$ cat src/rtl/cg_down_timer.sv
// Down-counting timer with one-shot and periodic modes.
// A load starts a countdown from N; when the count passes 1 the timer
// issues a single-cycle expiry pulse and either stops (one-shot) or
// restarts from the reload register (periodic). While periodic and
// running, a new load only replaces the reload value for the next period.
module cg_down_timer #(
    parameter int unsigned DATA_WIDTH = 32
) (
    input  logic                  i_clk,
    input  logic                  i_rst,
    input  logic                  i_load_valid,
    output logic                  o_load_ready,
    input  logic [DATA_WIDTH-1:0] i_load_value,
    input  logic                  i_periodic,
    input  logic                  i_pause,
    input  logic                  i_cancel,
    output logic [DATA_WIDTH-1:0] o_count,
    output logic                  o_busy,
    output logic                  o_expire
);

    typedef enum logic {
        ST_IDLE,
        ST_RUN
    } state_t;

    state_t                r_state;
    logic [DATA_WIDTH-1:0] r_count;
    logic [DATA_WIDTH-1:0] r_reload;
    logic                  r_periodic;
    logic                  r_expire;

    state_t                w_state_nxt;
    logic [DATA_WIDTH-1:0] w_count_nxt;
    logic [DATA_WIDTH-1:0] w_reload_nxt;
    logic                  w_periodic_nxt;
    logic                  w_expire_nxt;
    logic                  w_accept;
    logic [DATA_WIDTH-1:0] w_reload_src;

    // Load handshake: idle always accepts, running accepts only in periodic mode.
    always_comb begin
        o_load_ready = !i_cancel &&
                       ((r_state == ST_IDLE) || ((r_state == ST_RUN) && r_periodic));
        w_accept     = i_load_valid && o_load_ready;
        // A load arriving in the same cycle as a periodic reload wins.
        w_reload_src = w_accept ? i_load_value : r_reload;
    end

    // Next-state, count, reload and expiry decisions.
    always_comb begin
        w_state_nxt    = r_state;
        w_count_nxt    = r_count;
        w_reload_nxt   = r_reload;
        w_periodic_nxt = r_periodic;
        w_expire_nxt   = 1'b0;

        if (i_cancel) begin
            w_count_nxt = '0;
            w_state_nxt = ST_IDLE;
        end else begin
            case (r_state)
                ST_IDLE: begin
                    if (w_accept) begin
                        if (i_load_value != '0) begin
                            w_count_nxt    = i_load_value;
                            w_reload_nxt   = i_load_value;
                            w_periodic_nxt = i_periodic;
                            w_state_nxt    = ST_RUN;
                        end else begin
                            w_count_nxt  = '0;
                            w_expire_nxt = 1'b1;
                        end
                    end
                end
                ST_RUN: begin
                    if (w_accept) begin
                        w_reload_nxt = i_load_value;
                    end
                    if (!i_pause) begin
                        if (r_count > DATA_WIDTH'(1)) begin
                            w_count_nxt = r_count - DATA_WIDTH'(1);
                        end else begin
                            w_expire_nxt = 1'b1;
                            if (r_periodic && (w_reload_src != '0)) begin
                                w_count_nxt = w_reload_src;
                            end else begin
                                w_count_nxt = '0;
                                w_state_nxt = ST_IDLE;
                            end
                        end
                    end
                end
                default: begin
                    w_count_nxt = '0;
                    w_state_nxt = ST_IDLE;
                end
            endcase
        end
    end

    // State register with synchronous reset overriding every other request.
    always_ff @(posedge i_clk) begin
        if (i_rst) begin
            r_state    <= ST_IDLE;
            r_count    <= '0;
            r_reload   <= '0;
            r_periodic <= 1'b0;
            r_expire   <= 1'b0;
        end else begin
            r_state    <= w_state_nxt;
            r_count    <= w_count_nxt;
            r_reload   <= w_reload_nxt;
            r_periodic <= w_periodic_nxt;
            r_expire   <= w_expire_nxt;
        end
    end

    // Registered outputs.
    always_comb begin
        o_count  = r_count;
        o_busy   = (r_state == ST_RUN);
        o_expire = r_expire;
    end

endmodule

$ cat config.mk
export PLATFORM = sky130hd
export DESIGN_NAME = cg_down_timer
export DESIGN_NICKNAME = d
export VERILOG_FILES = /design/src/rtl/cg_down_timer.sv
export SDC_FILE = /design/constraint.sdc
export NUM_CORES = 1
export LEC_CHECK = 0
export BUFFER_PORTS_ARGS = -buffer_cell sky130_fd_sc_hd__buf_2
export CORE_AREA = 2 2 101 122
export DETAILED_ROUTE_END_ITERATION = 8
export DIE_AREA = 0 0 103 124
export MAX_ROUTING_LAYER = met4
export SETUP_SLACK_MARGIN = 0.15
export SLEW_MARGIN = 30
export SYNTH_ARGS = -nofsm -noshare
export SYNTH_HDL_FRONTEND = slang
export SYNTH_SLANG_ARGS = --single-unit
$ cat constraint.sdc
create_clock -name i_clk -period 2.3 [get_ports i_clk]
set_input_delay 0.23 -clock i_clk [delete_from_list [all_inputs] [get_ports i_clk]]
set_output_delay 0.23 -clock i_clk [all_outputs]
set_load 0.05 [all_outputs]
==> impl_metrics.json <==
{
  "cts_buffer_depth": 2,
  "fin_util_pct": 47.3,
  "clkSinkCount": 67,
  "slew_violations": 0,
  "synth_top_area_share_pct": 33.8,
  "cp_max_fo": 8,
  "synth-seq-cells": 67,
  "antenna_found_initial": 0,
  "netlist_instances": 511,
  "root_buffer": "clkbuf_16",
  "fmax_mhz": 469,
  "synth_compound_area_share_pct": 26.3,
  "htreeDepth": 3,
  "io_pins": 73,
  "die_area_um2": 12800,
  "clk_latency_ps": 340,
  "relSlewSlack_pct": 70.5,
  "startpoint_type": "flop",
  "grtUsageTotal_pct": 24.7,
  "drt_iter0_markers": 444,
  "syn_nets": 551,
  "finalSetupTns_ps": 0,
  "fp.dieH_um": 124,
  "drt-pass1-iter-count": 5,
  "fin_worst_skew_ps": 9.91,
  "finalSetupViolCount": 0,
  "cts_tree": "yes",
  "grt.overflow.total": 0,
  "synthAdderAreaFrac_pct": 0.630,
  "rows": 43,
  "nFillCells": 1164,
  "start_util_pct": 34.5,
  "stdcell_count": 772,
  "synth_xor_area_share_pct": 4.85,
  "synth_area_um2": 3970,
  "synth.most_common_cell": "nand2_1",
  "worst_pin_slew_ps": 439,
  "yosysWarnings": 0,
  "vdd_drop_max_mv": 0.393,
  "placedCellCount": 751,
  "synth_commonest_cells": "nand2_1 (73), dfxtp_1 (67), nor2_1 (40)",
  "hold_buffers": 0,
  "ant_nets": 0,
  "viasPerCell": 5.90,
  "place.gp.congestion": 0.900,
  "drc_errors": 0,
  "criticalPathCategory": "reg2reg",
  "clkTransAtPathRegs_ps": 60,
  "diodes": 0,
  "synthMuxAreaShare_pct": 2.52,
  "synth_top_family_by_area": "simple AND/OR/NAND/NOR gates",
  "ys_seq_area_share_pct": 33.8,
  "post-route-period-util_pct": 92.7,
  "synth_top_cell_by_area": "dfxtp_1",
  "numCtsBuffers": 9,
  "ys.flop_type": "dfxtp_1",
  "synthTopCellsByArea": "dfxtp_1 (34%), nand2_1 (6.9%), nor4_1 (4.9%), a21oi_1 (3.9%), nor2_1 (3.8%)",
  "hpwl_um": 11200,
  "drive_gt1_share_pct": 34.1,
  "p_leak_nw": 2.17,
  "worstSetupEndpointType": "flop",
  "placement.io_buffers": 72,
  "required_ps": 2530,
  "finalHoldViolations": 0,
  "grt_max_degree": 33,
  "status": "finished clean",
  "synthSimpleGateAreaFrac_pct": 27.3,
  "grt_first_pass_wirelength_um": 23300,
  "totalWireLength_um": 15400,
  "synth_area_per_cell_um2": 7.77,
  "die_x_um": 103,
  "vias": 4551,
  "area_delta_synth_final_pct": 37.2,
  "crit_arrival_ps": 2360,
  "final.min_clock_period_ps": 2130,
  "async_reset_ff_share_pct": 0,
  "wl_per_cell_um": 19.9,
  "hp-class": "in2reg",
  "nets": 650,
  "grt_pass1_vias": 4276,
  "synth_edf_count": 0,
  "synth_cell_type_count": 56,
  "grt_setup_unrepaired": "yes",
  "drv_cap": 0,
  "core_um2": 11500,
  "power.density_nw_per_um2": 710
}
[where the power goes]
group / total, W / leakage [nW] / internal, W / switching (W)
Sequential: 0.00128 / 0.558 / 0.00121 / 0.0000687
Clock: 0.00155 / 0.164 / 0.00101 / 0.000534
Combinational: 0.00104 / 1.45 / 0.000406 / 0.000634
[flip-flops by register name, summed over array words and instances, names as in the netlist]
name / count
o_expire: 1
r_reload: 32
o_busy: 1
o_count: 32
r_periodic: 1
[final timing paths]
check / cells after the start / start / slack, ps / end
max: 8 / o_count[17] / 170 / o_count[26]
min: 2 / i_load_value[3] / 130 / o_count[3]
max reg2reg: 8 / o_count[17] / 170 / o_count[26]
min reg2reg: 2 / r_reload[29] / 470 / r_reload[29]
[cell usage in the layout, fill, tap and decap left out, drive strengths merged, types with 8 or more instances in the layout]
cell type,synthesis,final
nor3,12,12
o21ai,31,31
nand3,12,12
a22oi,13,13
o211ai,8,8
nand4,9,9
nor2,40,40
a211oi,8,8
mux2i,10,10
xnor2,11,11
clkbuf,26,10
buf,10,124
a31oi,19,19
a21oi,31,31
dfxtp,67,67
inv,10,10
xor2,11,11
nor4,33,33
nand2,73,73
[final cells by class]
type                    instances  area, µm²  area share [%]
well taps                     157        196            3.61
multi-input cells             398       2710            49.8
inverters                      10       37.5           0.689
clock buffers                  10        250            4.59
clock inverters                 6       86.3            1.58
flip-flops and latches         67       1390            25.4
repair buffers                124        782            14.4
[logic make-up (layout without fill, tap and decap cells)]
| family | after synthesis | count (layout) |
|---|---|---|
| AO/OA/AOI/OAI | 151 | 151 |
| XOR/XNOR | 22 | 22 |
| adder cells (fa/ha/maj) | 2 | 2 |
| buffers and inverters | 46 | 150 |
| flip-flops | 67 | 67 |
| multiplexers | 10 | 10 |
| AND/OR/NAND/NOR | 213 | 213 |
[routing by layer]
layer  track usage (%)  part of all wire, %
met1              32.8                   43
met2              37.1                   47
met3              2.24                  6.3
met4              13.2                  3.6
met5                 -                    0
[critical path: stages, from the launching register on]
cell and delay [ps]:
dfxtp_4 370, nor4_4 280, buf_4 170, nand3_4 90, or3_4 480, buf_8 170
nand3_1 60, a31oi_1 110, a221o_1 270
[per-stage QoR]
step | hold slack [ps] | setup WS, ps | total power (W) | instance area, µm²
floorplan | 343 | 59.2 | 0.00188 | 4050
global placement | 456 | 58.8 | 0.00222 | 4840
detailed placement | 465 | 47.9 | 0.00223 | 4840
CTS | 126 | 147 | 0.00379 | 5210
global route | 142 | 92.5 | 0.00400 | 5450
finish | 133 | 168 | 0.00387 | 5450
[what timing repair did]
action / in CTS / in global routing
endpoints found under the setup margin: 8 / 31
pin swaps: 2 / 23
setup buffers: 0 / 5
resized for setup: 8 / 40
No activity file was read; power rests on OpenSTA's default activity.
